**src/rtl/ifu_fetch_ctrl.sv**
```systemverilog
// Instruction-fetch controller feeding the IF/ID pipeline register.
// Owns the sequential fetch PC, issues one instruction-memory request at a
// time, and buffers fetched {pc, inst, fault} entries in a small FIFO whose
// head is presented to IF/ID through registered outputs.
//
// Ports:
//   clk, rst            clock (rising edge), asynchronous active-low reset
//   redirect_valid_i/   redirect request and new fetch PC; flushes the block
//   redirect_pc_i
//   imem_req_*          request channel to instruction memory (valid/ready)
//   imem_resp_*         single-cycle response (data, access fault)
//   inst_*              entry delivered to IF/ID (valid/ready)
module ifu_fetch_ctrl #(
  parameter int unsigned            XLEN       = 64,
  parameter int unsigned            INST_LEN   = 32,
  parameter logic [XLEN-1:0]        RESET_PC   = 64'h8000_0000,
  parameter int unsigned            FIFO_DEPTH = 2
) (
  input  logic                clk,
  input  logic                rst,
  input  logic                redirect_valid_i,
  input  logic [XLEN-1:0]     redirect_pc_i,
  output logic                imem_req_valid_o,
  input  logic                imem_req_ready_i,
  output logic [XLEN-1:0]     imem_req_addr_o,
  input  logic                imem_resp_valid_i,
  input  logic [INST_LEN-1:0] imem_resp_data_i,
  input  logic                imem_resp_err_i,
  output logic                inst_valid_o,
  input  logic                inst_ready_i,
  output logic [XLEN-1:0]     inst_addr_o,
  output logic [INST_LEN-1:0] inst_data_o,
  output logic                inst_fault_o
);

  localparam int unsigned PW = (FIFO_DEPTH > 1) ? $clog2(FIFO_DEPTH) : 1;
  localparam int unsigned CW = PW + 1;

  typedef enum logic [1:0] {
    S_REQ,
    S_WAIT,
    S_DROP,
    S_HALT
  } state_e;

  state_e              state_q, state_d;
  logic [XLEN-1:0]     fetch_pc_q, fetch_pc_d;
  logic [XLEN-1:0]     pending_pc_q, pending_pc_d;
  logic                halt_push_q, halt_push_d;

  logic [XLEN-1:0]     mem_addr_q  [FIFO_DEPTH];
  logic [INST_LEN-1:0] mem_data_q  [FIFO_DEPTH];
  logic                mem_fault_q [FIFO_DEPTH];
  logic [PW-1:0]       wr_ptr_q, wr_ptr_d;
  logic [PW-1:0]       rd_ptr_q, rd_ptr_d;
  logic [CW-1:0]       count_q, count_d;
  logic [CW-1:0]       remaining;

  logic [XLEN-1:0]     out_addr_q, out_addr_d;
  logic [INST_LEN-1:0] out_data_q, out_data_d;
  logic                out_fault_q, out_fault_d;

  logic                req_hs;
  logic                pop;
  logic                push;
  logic                flush;
  logic [XLEN-1:0]     push_addr;
  logic [INST_LEN-1:0] push_data;
  logic                push_fault;

  // Request is suppressed while reset is held so no request leaks out
  // during reset even though the state register already reads REQ.
  assign imem_req_valid_o = rst && (state_q == S_REQ) && (count_q < CW'(FIFO_DEPTH));
  assign imem_req_addr_o  = fetch_pc_q;
  assign req_hs           = imem_req_valid_o && imem_req_ready_i;

  assign inst_valid_o = (count_q != '0) && !redirect_valid_i;
  assign pop          = inst_valid_o && inst_ready_i;
  assign inst_addr_o  = out_addr_q;
  assign inst_data_o  = out_data_q;
  assign inst_fault_o = out_fault_q;

  always_comb begin
    state_d      = state_q;
    fetch_pc_d   = fetch_pc_q;
    pending_pc_d = pending_pc_q;
    halt_push_d  = halt_push_q;
    push         = 1'b0;
    push_addr    = pending_pc_q;
    push_data    = '0;
    push_fault   = 1'b0;
    flush        = 1'b0;

    case (state_q)
      S_REQ: begin
        if (req_hs) begin
          pending_pc_d = fetch_pc_q;
          fetch_pc_d   = fetch_pc_q + XLEN'(4);
          state_d      = S_WAIT;
        end
      end
      S_WAIT: begin
        if (imem_resp_valid_i) begin
          push       = 1'b1;
          push_addr  = pending_pc_q;
          push_data  = imem_resp_err_i ? '0 : imem_resp_data_i;
          push_fault = imem_resp_err_i;
          state_d    = S_REQ;
        end
      end
      S_DROP: begin
        if (imem_resp_valid_i) state_d = S_REQ;
      end
      S_HALT: begin
        // fetch_pc_q already holds the misaligned redirect target.
        if (halt_push_q) begin
          push        = 1'b1;
          push_addr   = fetch_pc_q;
          push_data   = '0;
          push_fault  = 1'b1;
          halt_push_d = 1'b0;
        end
      end
      default: state_d = S_REQ;
    endcase

    if (redirect_valid_i) begin
      flush       = 1'b1;
      push        = 1'b0;
      fetch_pc_d  = redirect_pc_i;
      halt_push_d = 1'b0;
      if (redirect_pc_i[1:0] != 2'b00) begin
        state_d     = S_HALT;
        halt_push_d = 1'b1;
      end else begin
        case (state_q)
          S_REQ:   state_d = req_hs ? S_DROP : S_REQ;
          S_WAIT:  state_d = imem_resp_valid_i ? S_REQ : S_DROP;
          S_DROP:  state_d = imem_resp_valid_i ? S_REQ : S_DROP;
          default: state_d = S_REQ;
        endcase
      end
    end
  end

  // FIFO bookkeeping; the registered head is refreshed with whatever entry
  // will be at the head after this cycle's pop/push, else held.
  always_comb begin
    wr_ptr_d    = wr_ptr_q;
    rd_ptr_d    = rd_ptr_q;
    count_d     = count_q;
    out_addr_d  = out_addr_q;
    out_data_d  = out_data_q;
    out_fault_d = out_fault_q;
    remaining   = count_q - CW'(pop);

    if (flush) begin
      wr_ptr_d = '0;
      rd_ptr_d = '0;
      count_d  = '0;
    end else begin
      wr_ptr_d = wr_ptr_q + PW'(push);
      rd_ptr_d = rd_ptr_q + PW'(pop);
      count_d  = remaining + CW'(push);
      if (count_d != '0) begin
        if (remaining == '0) begin
          out_addr_d  = push_addr;
          out_data_d  = push_data;
          out_fault_d = push_fault;
        end else begin
          out_addr_d  = mem_addr_q[rd_ptr_d];
          out_data_d  = mem_data_q[rd_ptr_d];
          out_fault_d = mem_fault_q[rd_ptr_d];
        end
      end
    end
  end

  always_ff @(posedge clk or negedge rst) begin
    if (!rst) begin
      state_q      <= S_REQ;
      fetch_pc_q   <= RESET_PC;
      pending_pc_q <= '0;
      halt_push_q  <= 1'b0;
      wr_ptr_q     <= '0;
      rd_ptr_q     <= '0;
      count_q      <= '0;
      out_addr_q   <= '0;
      out_data_q   <= '0;
      out_fault_q  <= 1'b0;
    end else begin
      state_q      <= state_d;
      fetch_pc_q   <= fetch_pc_d;
      pending_pc_q <= pending_pc_d;
      halt_push_q  <= halt_push_d;
      wr_ptr_q     <= wr_ptr_d;
      rd_ptr_q     <= rd_ptr_d;
      count_q      <= count_d;
      out_addr_q   <= out_addr_d;
      out_data_q   <= out_data_d;
      out_fault_q  <= out_fault_d;
    end
  end

  always_ff @(posedge clk) begin
    if (push) begin
      mem_addr_q[wr_ptr_q]  <= push_addr;
      mem_data_q[wr_ptr_q]  <= push_data;
      mem_fault_q[wr_ptr_q] <= push_fault;
    end
  end

endmodule
```
**config.mk**
```make
export PLATFORM = sky130hd
export DESIGN_NAME = ifu_fetch_ctrl
export DESIGN_NICKNAME = d
export VERILOG_FILES = /design/src/rtl/ifu_fetch_ctrl.sv
export SDC_FILE = /design/constraint.sdc
export NUM_CORES = 1
export LEC_CHECK = 0
export BUFFER_PORTS_ARGS = -buffer_cell sky130_fd_sc_hd__buf_4
export CAP_MARGIN = 20
export CORE_MARGIN = 2
export CORE_UTILIZATION = 57
export DETAILED_ROUTE_END_ITERATION = 7
export PLACE_DENSITY_LB_ADDON = 0.15
export SYNTH_ARGS = -nofsm -noshare
export SYNTH_HDL_FRONTEND = slang
export SYNTH_SLANG_ARGS = --single-unit
export TNS_END_PERCENT = 10
```
**constraint.sdc**
```tcl
create_clock -name clk -period 4.7 [get_ports clk]
set_input_delay 0.235 -clock clk [delete_from_list [all_inputs] [get_ports clk]]
set_output_delay 0.235 -clock clk [all_outputs]
set_load 0.005 [all_outputs]
```
==> results.tsv, run 1 <==
stage	metric	value	unit
global_routing	largest net degree at the start of global routing	195	
detailed_routing	Routed Wire Length	47.75	mm
detailed_routing	Via density	5.855	
clock_tree	Root Driver	clkbuf_16	
synthesis	Avg Synthesized Cell Area	11.68	µm²
power_and_ir_drop	maximum VDD drop	0.6018	mV
layout	ratio of cells with drive above 1 in the final layout	0.2271	
synthesis	syn nets	1706	
global_routing	first-pass GRT wire length	74.72	mm
power_and_ir_drop	total leakage power	9.970	nW
synthesis	Mapped Area	18610	µm²
sta	TNS Setup	0	ps
sta	clk_skew	14.71	ps
detailed_routing	drt wl/cell	20.27	µm
sta	Max Freq	0.2948	GHz
die	row count	66	
sta	final hold vios	0	
die	Die Wd	184.7	µm
detailed_routing	Antenna Nets Post-Route	0	
clock_tree	# H-tree levels	2	
detailed_routing	DRC	0	
detailed_routing	DR pass1 iterations	5	
power_and_ir_drop	total power draw	0.01385	W
layout	Finished Cell Area	23100	µm²
placement	HPWL Detailed	27.54	mm
die	core area	32370	µm²
worst_setup_path	WP data required	5120	ps
global_routing	initial antenna violation count	2	
worst_setup_path	crit path from	state_q[1]	
sta	RSZ-0062 raised after global routing	false	
synthesis	Synth Instances	1593	
sta	final setup margin	1308	ps
global_routing	GRT Total Usage	0.2810	
clock_tree	worst skew pair latency	540	ps
synthesis	ranking of synthesized cells by area	edfxtp_1 31%, dfrtp_1 31%, mux2i_1 5.3%	
detailed_routing	Initial DRC Count	1084	
layout	Area Growth Syn to Fin	24.13	%
worst_setup_path	Data arrival, critical path	3810	ps
worst_setup_path	Startpoint Class	register	
placement	Post-DP Area	20940	µm²
synthesis	yosys warns	0	
power_and_ir_drop	Cell Pwr Density	599.6	nW/µm²
sta	Pins Over Slew Limit	0	
status	status	finished clean	
run	Max-Cap Viols	0	
global_routing	grt ovf	0	
sta	Tmin final	3392	ps
clock_tree	CTS tree	built	
clock_tree	clock edge transition at the registers on the reported setup and hold paths	60	ps
sta	fin crit share	0.7218	
placement	Setup WS pre-CTS	1405	ps
sta	worst slew pin tran	1075	ps
sta	Final Setup Violations	0	
synthesis	top cell type by total area after synthesis	edfxtp_1	
worst_setup_path	Reg2Reg Launch Point	state_q[1]	
sta	Relative slew margins	0.2833	
die	IO Pins	266	
placement	Port Buffers	265	
clock_tree	Gates resized, CTS repair	0	
synthesis	Yosys top cell area share	0.3130	
layout	share of the core filled with cells	0.7137	
worst_setup_path	Critical Path Sink Type	register	
worst_setup_path	CP Class	register to register	
worst_hold_path	Tightest Hold Check Type	input pin to register	
die	DIE HEIGHT	184.7	µm
synthesis	sequential fraction of the synthesis area	0.6250	
clock_tree	Sink Count	426	
worst_setup_path	worst-path maximum fanout	194	
detailed_routing	routed vias	13794	
placement	routability cong.	0.8475	
clock_tree	Clock Tree Buf Depth	3	
worst_hold_path	Worst Hold Launch	redirect_pc_i[62]	
die	Die Area	34120	µm²
clock_tree	Setup Fix Bufs, Post-CTS	0	
clock_tree	total CTS buffers	43	
synthesis	Synth cell types	53	
layout	final net count	1990	
die	Initial Util	0.5750	
synthesis	Yosys reg bits	426	
global_routing	vias in the first global route	13777	
==> final cells by class <==
class / instances / area (µm²)
clock buffer: 55 / 1214
inverter: 12 / 45.04
timing repair buffer: 346 / 2860
multi-input combinational: 1048 / 6539
antenna: 3 / 7.507
fill: 2305 / 9268
sequential: 426 / 11630
clock inverter: 24 / 252.7
tap: 442 / 553.0
==> per-stage QoR <==
step | std cells | hold slack [ps]
floorplan | 1593 | -60.59
global placement | 2208 | 204.4
detailed placement | 2208 | 199.3
CTS | 2350 | 7.669
global route | 2355 | 18.17
finish | 2356 | 7.239
==> path summary, 6_finish.rpt <==
check	to	slack [ps]	cells after the start
max	inst_addr_o[10]	1310	12
min	imem_req_addr_o[62]	7	3
max reg2reg	inst_addr_o[10]	1310	12
min reg2reg	pending_pc_q[43]	470	2
max in group asynchronous	pending_pc_q[12]	3320	3
min in group asynchronous	pending_pc_q[62]	220	2
==> layer usage <==
layer / track usage / share of wire / wire length, µm
met4: 0.08730 / 0.026 / 1239
met1: 0.3941 / 0.42 / 20260
met2: 0.4523 / 0.48 / 22730
met3: 0.04861 / 0.074 / 3522
met5: 0 / 0 / 0
==> logic make-up (layout without fill, tap and decap cells) <==
group                      after synthesis  in the layout  share of synthesized area
AOI/OAI and AO/OA                      195            195                    0.07489
buffers and inverters                  119            437                    0.02709
muxes                                  161            161                    0.09075
and+or+nand+nor                        634            634                     0.1519
xor gates and xnor gates                48             48                    0.02373
other                                    0              3                          0
DFF                                    426            426                     0.6250
adders and majority gates               10             10                   0.006722
==> cell usage after synthesis (all sizes together) <==
| cell type | instances |
|---|---|
| nand2 | 257 |
| dfrtp | 231 |
| nor2 | 228 |
| edfxtp | 194 |
| mux2i | 99 |
| a221oi | 97 |
| o21ai | 70 |
| clkbuf | 63 |
| mux2 | 62 |
| buf | 44 |
| xnor2 | 37 |
| and2 | 35 |
| nand4 | 20 |
| nor4 | 19 |
| nand3 | 17 |
| a31oi | 16 |
| or3 | 14 |
| inv | 11 |
| and4 | 10 |
| ha | 10 |
| xor2 | 10 |
| nor3 | 9 |
| and3 | 8 |
| or4 | 5 |
| o31ai | 3 |
| a21oi | 2 |
| and4b | 2 |
| nand2b | 2 |
| nor2b | 2 |
| o31a | 2 |
| or2 | 2 |
| a21o | 1 |
| a22o | 1 |
| a32oi | 1 |
| a41oi | 1 |
| clkinv | 1 |
| dfstp | 1 |
| nand3b | 1 |
| nand4b | 1 |
| nand4bb | 1 |
| o21ba | 1 |
| or4b | 1 |
| xnor3 | 1 |
==> where the power goes <==
group	internal, W	total [W]	switching (W)
sequential	0.00508	0.00569	0.000615
combinational	0.00207	0.00463	0.00255
clock	0.00210	0.00353	0.00143
total	0.00926	0.0139	0.00460
==> registers in the layout, indices dropped and copies added (netlist names), 2 cells and up <==
name,count
mem_addr_q,128
imem_req_addr_o,64
inst_addr_o,64
mem_data_q,64
pending_pc_q,64
inst_data_o,32
count_q,2
mem_fault_q,2
state_q,2
==> critical path, stage by stage, from the launching register on <==
cell and delay, ps:
dfrtp_1 420, inv_1 130, ha_1 250, a21o_1 140
a32oi_1 60, nor2_1 340, ha_1 230, xnor3_1 200
nor2_1 140, or2_4 170, buf_12 540, nor2_1 90
a221oi_1 290
==> placed cells by master (no fill, tap or decap), types with 7 or more instances in the layout <==
cell and count:
nor3_1 9, clkinv_2 12, and2_1 34, and4_1 9, nand3_1 17, and3_1 7, xor2_1 10, inv_1 11
dfrtp_1 231, ha_1 8, buf_4 274, a221oi_1 97, edfxtp_1 194, o21ai_0 69, or3_1 14, a31oi_1 16
nand2_1 255, xnor2_1 36, nor4_1 19, nor2_1 227, mux2i_1 99, dlygate4sd3_1 63, clkbuf_16 46, nand4_1 16
mux2_2 62
==> repair_timing <==
item | CTS | global route
hold endpoints to repair | 114 | 0
setup endpoints to repair | 0 | 0
hold buffers | 63 | 0
Power figures use the tool's default switching activity.
==> inputs of run 2 (changes only) <==
--- a/config.mk
+++ b/config.mk
@@ -8,7 +8,7 @@
 export BUFFER_PORTS_ARGS = -buffer_cell sky130_fd_sc_hd__buf_4
 export CAP_MARGIN = 20
 export CORE_MARGIN = 2
-export CORE_UTILIZATION = 57
+export CORE_UTILIZATION = 52
 export DETAILED_ROUTE_END_ITERATION = 7
 export PLACE_DENSITY_LB_ADDON = 0.15
 export SYNTH_ARGS = -nofsm -noshare
==> constraint.sdc (replaced) <==
create_clock -name clk -period 3.05 [get_ports clk]
set_input_delay 0.1525 -clock clk [delete_from_list [all_inputs] [get_ports clk]]
set_output_delay 0.1525 -clock clk [all_outputs]
set_load 0.005 [all_outputs]
==> results.tsv, run 2 (synthesis results as in run 1) <==
stage	metric	value	unit	change
status	status	finished clean		
placement	routability cong.	0.8249		-2.7%
worst_setup_path	CP Class	register to register		
detailed_routing	Initial DRC Count	1064		-1.8%
power_and_ir_drop	Reg power frac	0.404		-0.007
placement	Post-DP Area	21370	µm²	+2.1%
detailed_routing	Via density	5.667		-3.2%
worst_setup_path	Startpoint Class	register		
placement	placed insts	2268		+2.7%
power_and_ir_drop	maximum VDD drop	0.7986	mV	+33%
power_and_ir_drop	total leakage power	10.32	nW	+3.6%
die	Die Area	37320	µm²	+9.4%
layout	most common cell after layout, fill and taps aside	buf_4		
global_routing	largest net degree at the start of global routing	134		-31%
detailed_routing	routed vias	13856		+0.45%
layout	final net count	2062		+3.6%
worst_setup_path	Critical Path Sink Type	register		
power_and_ir_drop	internal power	0.01446	W	+56%
worst_setup_path	WP data required	3480	ps	-1640 ps
clock_tree	# H-tree levels	2		unchanged
sta	fin crit share	0.9521		+0.2303
detailed_routing	DR pass1 iterations	5		unchanged
worst_hold_path	Tightest Hold Check Type	input pin to register		
worst_setup_path	Worst Setup EP	inst_data_o[26]		
sta	Final Setup Violations	0		unchanged
clock_tree	total CTS buffers	44		+2.3%
layout	final instance count without filler cells	2445		+3.8%
worst_setup_path	crit path from	state_q[1]		
worst_setup_path	Register-to-Register Path Depth	12		unchanged
placement	Port Buffers	265		unchanged
clock_tree	clock edge transition at the registers on the reported setup and hold paths	60	ps	about the same
sta	Max Freq	0.3444	GHz	+17%
clock_tree	CTS tree	built		
sta	TNS Setup	0	ps	unchanged
power_and_ir_drop	Sw Share	0.3308		-0.001125
layout	Finished Cell Area	23820	µm²	+3.1%
global_routing	initial antenna violation count	1		-1
die	DIE HEIGHT	193.2	µm	+4.6%
sta	Tmin final	2904	ps	-488.6 ps
global_routing	first-pass GRT wire length	77.37	mm	+3.5%
layout	register with the most flip-flops	mem_addr_q		
detailed_routing	Antenna Nets Post-Route	0		unchanged
placement	HPWL Detailed	30.35	mm	+10%
global_routing	vias in the first global route	13951		+1.3%
clock_tree	Root Driver	clkbuf_16		
die	IO Pins	266		unchanged
die	Initial Util	0.5258		-0.04915
global_routing	grt ovf	0		unchanged
worst_setup_path	Data arrival, critical path	3330	ps	-480 ps
die	row count	69		+4.5%
sta	clk_skew	18.54	ps	+3.833 ps
power_and_ir_drop	total power draw	0.02161	W	+56%
worst_setup_path	worst-path maximum fanout	55		-72%
global_routing	GR peak layer	met2		
detailed_routing	Routed Wire Length	49.90	mm	+4.5%
global_routing	GRT met3 Usage	0.04090		-0.007702
sta	final setup margin	146.2	ps	-1161 ps
die	Die Wd	193.2	µm	+4.6%
clock_tree	worst skew pair latency	550	ps	about the same
power_and_ir_drop	Cell Pwr Density	907.4	nW/µm²	+51%
global_routing	GRT Total Usage	0.2683		-0.01265
layout	commonest non-fill, non-tap cells in the layout	306 x buf_4, 255 x nand2_1, 231 x dfrtp_1		
clock_tree	Clock Tree Buf Depth	3		unchanged
run	Max-Cap Viols	0		unchanged
sta	Relative slew margins	0.4783		+0.1950
sta	final hold vios	0		unchanged
global_routing	M1 GR Usage	0.3730		-0.02101
die	core area	35400	µm²	+9.3%
worst_setup_path	Reg2Reg Launch Point	state_q[1]		
sta	Pins Over Slew Limit	0		unchanged
worst_setup_path	reg2reg setup slack	150	ps	-1160 ps
layout	ratio of cells with drive above 1 in the final layout	0.2360		+0.008900
clock_tree	Sink Count	426		unchanged
detailed_routing	drt wl/cell	20.41	µm	+0.68%
layout	Area Growth Syn to Fin	27.95	%	
power_and_ir_drop	Clock Power Share	0.252		-0.003
layout	max reg flops	128		unchanged
sta	RSZ-0062 raised after global routing	true		
power_and_ir_drop	net switching power	0.007149	W	+55%
worst_setup_path	reg2reg end	inst_data_o[26]		
placement	Setup WS pre-CTS	184.5	ps	-1221 ps
sta	worst slew pin tran	782.6	ps	-292.5 ps
detailed_routing	DRC	0		unchanged
global_routing	met2 track demand over resource	0.4380		-0.01428
power_and_ir_drop	combinational power share	0.344		+0.010
## run 2: cell count changes in the layout (fill, tap and decap cells not counted), moves of 3 or more
cell           before  now
buf_12              5   13
clkinv_2           12    8
dlygate4sd3_1      63   96
clkbuf_1            5    9
clkinv_1            4    7
buf_4             274  306
## run 2: worst max-delay path: stages (launching register included)
cell and delay [ps]:
dfrtp_1 390, inv_1 110, ha_1 250, a21o_1 200
a32oi_1 180, nor2_1 120, ha_1 240, xnor3_1 200
nor2_1 50, or2_4 320, and2_4 180, buf_12 190
a221oi_1 340
## run 2: cell type report
cell class | instances | area (µm²)
Timing Repair Buffer | 417 | 3545
Sequential cell | 426 | 11630
Inverter | 12 | 45.04
Tap cell | 461 | 576.8
Clock inverter | 20 | 220.2
Multi-Input combinational cell | 1048 | 6551
Clock buffer | 60 | 1242
Fill cell | 2645 | 11580
Antenna cell | 1 | 2.502
## run 2: worst min path at each step
stage | start | endpoint | slack, ps | cells past startpoint
2_1_floorplan | rst | count_q[0] | -140 | 0
3_3_place_gp | redirect_pc_i[25] | imem_req_addr_o[25] | 360 | 3
3_5_place_dp | redirect_pc_i[25] | imem_req_addr_o[25] | 360 | 3
4_1_cts | imem_resp_data_i[30] | mem_data_q[1][30] | 10 | 2
5_1_grt | imem_resp_data_i[30] | mem_data_q[1][30] | 50 | 2
6_report | imem_resp_data_i[30] | mem_data_q[1][30] | 50 | 2
## run 2: repair_timing
action / 4_1_cts / 5_1_grt
hold buffers: 96 / 0
buffers inserted: 0 / 0
hold endpoints to repair: 173 / 0
setup endpoints to repair: 0 / 4
gates resized for setup: 0 / 3
## run 2: per-stage QoR
stage | hold slack [ps] | util
after floorplan | -143.1 | -
after global placement | 359.3 | 0.6038
after detailed placement | 363.6 | 0.6038
after CTS | 14.95 | 0.6723
after global routing | 51.18 | 0.6728
final | 45.97 | 0.6728
## run 2: routing by layer
| layer | share of wire | up-vias |
|---|---|---|
| met5 | 0 | - |
| met3 | 0.064 | 73 |
| met2 | 0.48 | 471 |
| met4 | 0.025 | 0 |
| li1 | - | 6417 |
| met1 | 0.43 | 6895 |
## run 2: power by group through the flow
stage / Clock, W / Combinational (W) / Sequential (W)
floorplan: 0 / 0.00435 / 0.00864
global route: 0.00576 / 0.00826 / 0.00888
finish: 0.00545 / 0.00743 / 0.00873
global placement: 0 / 0.00703 / 0.00878
detailed placement: 0 / 0.00724 / 0.00882
CTS: 0.00553 / 0.00741 / 0.00873
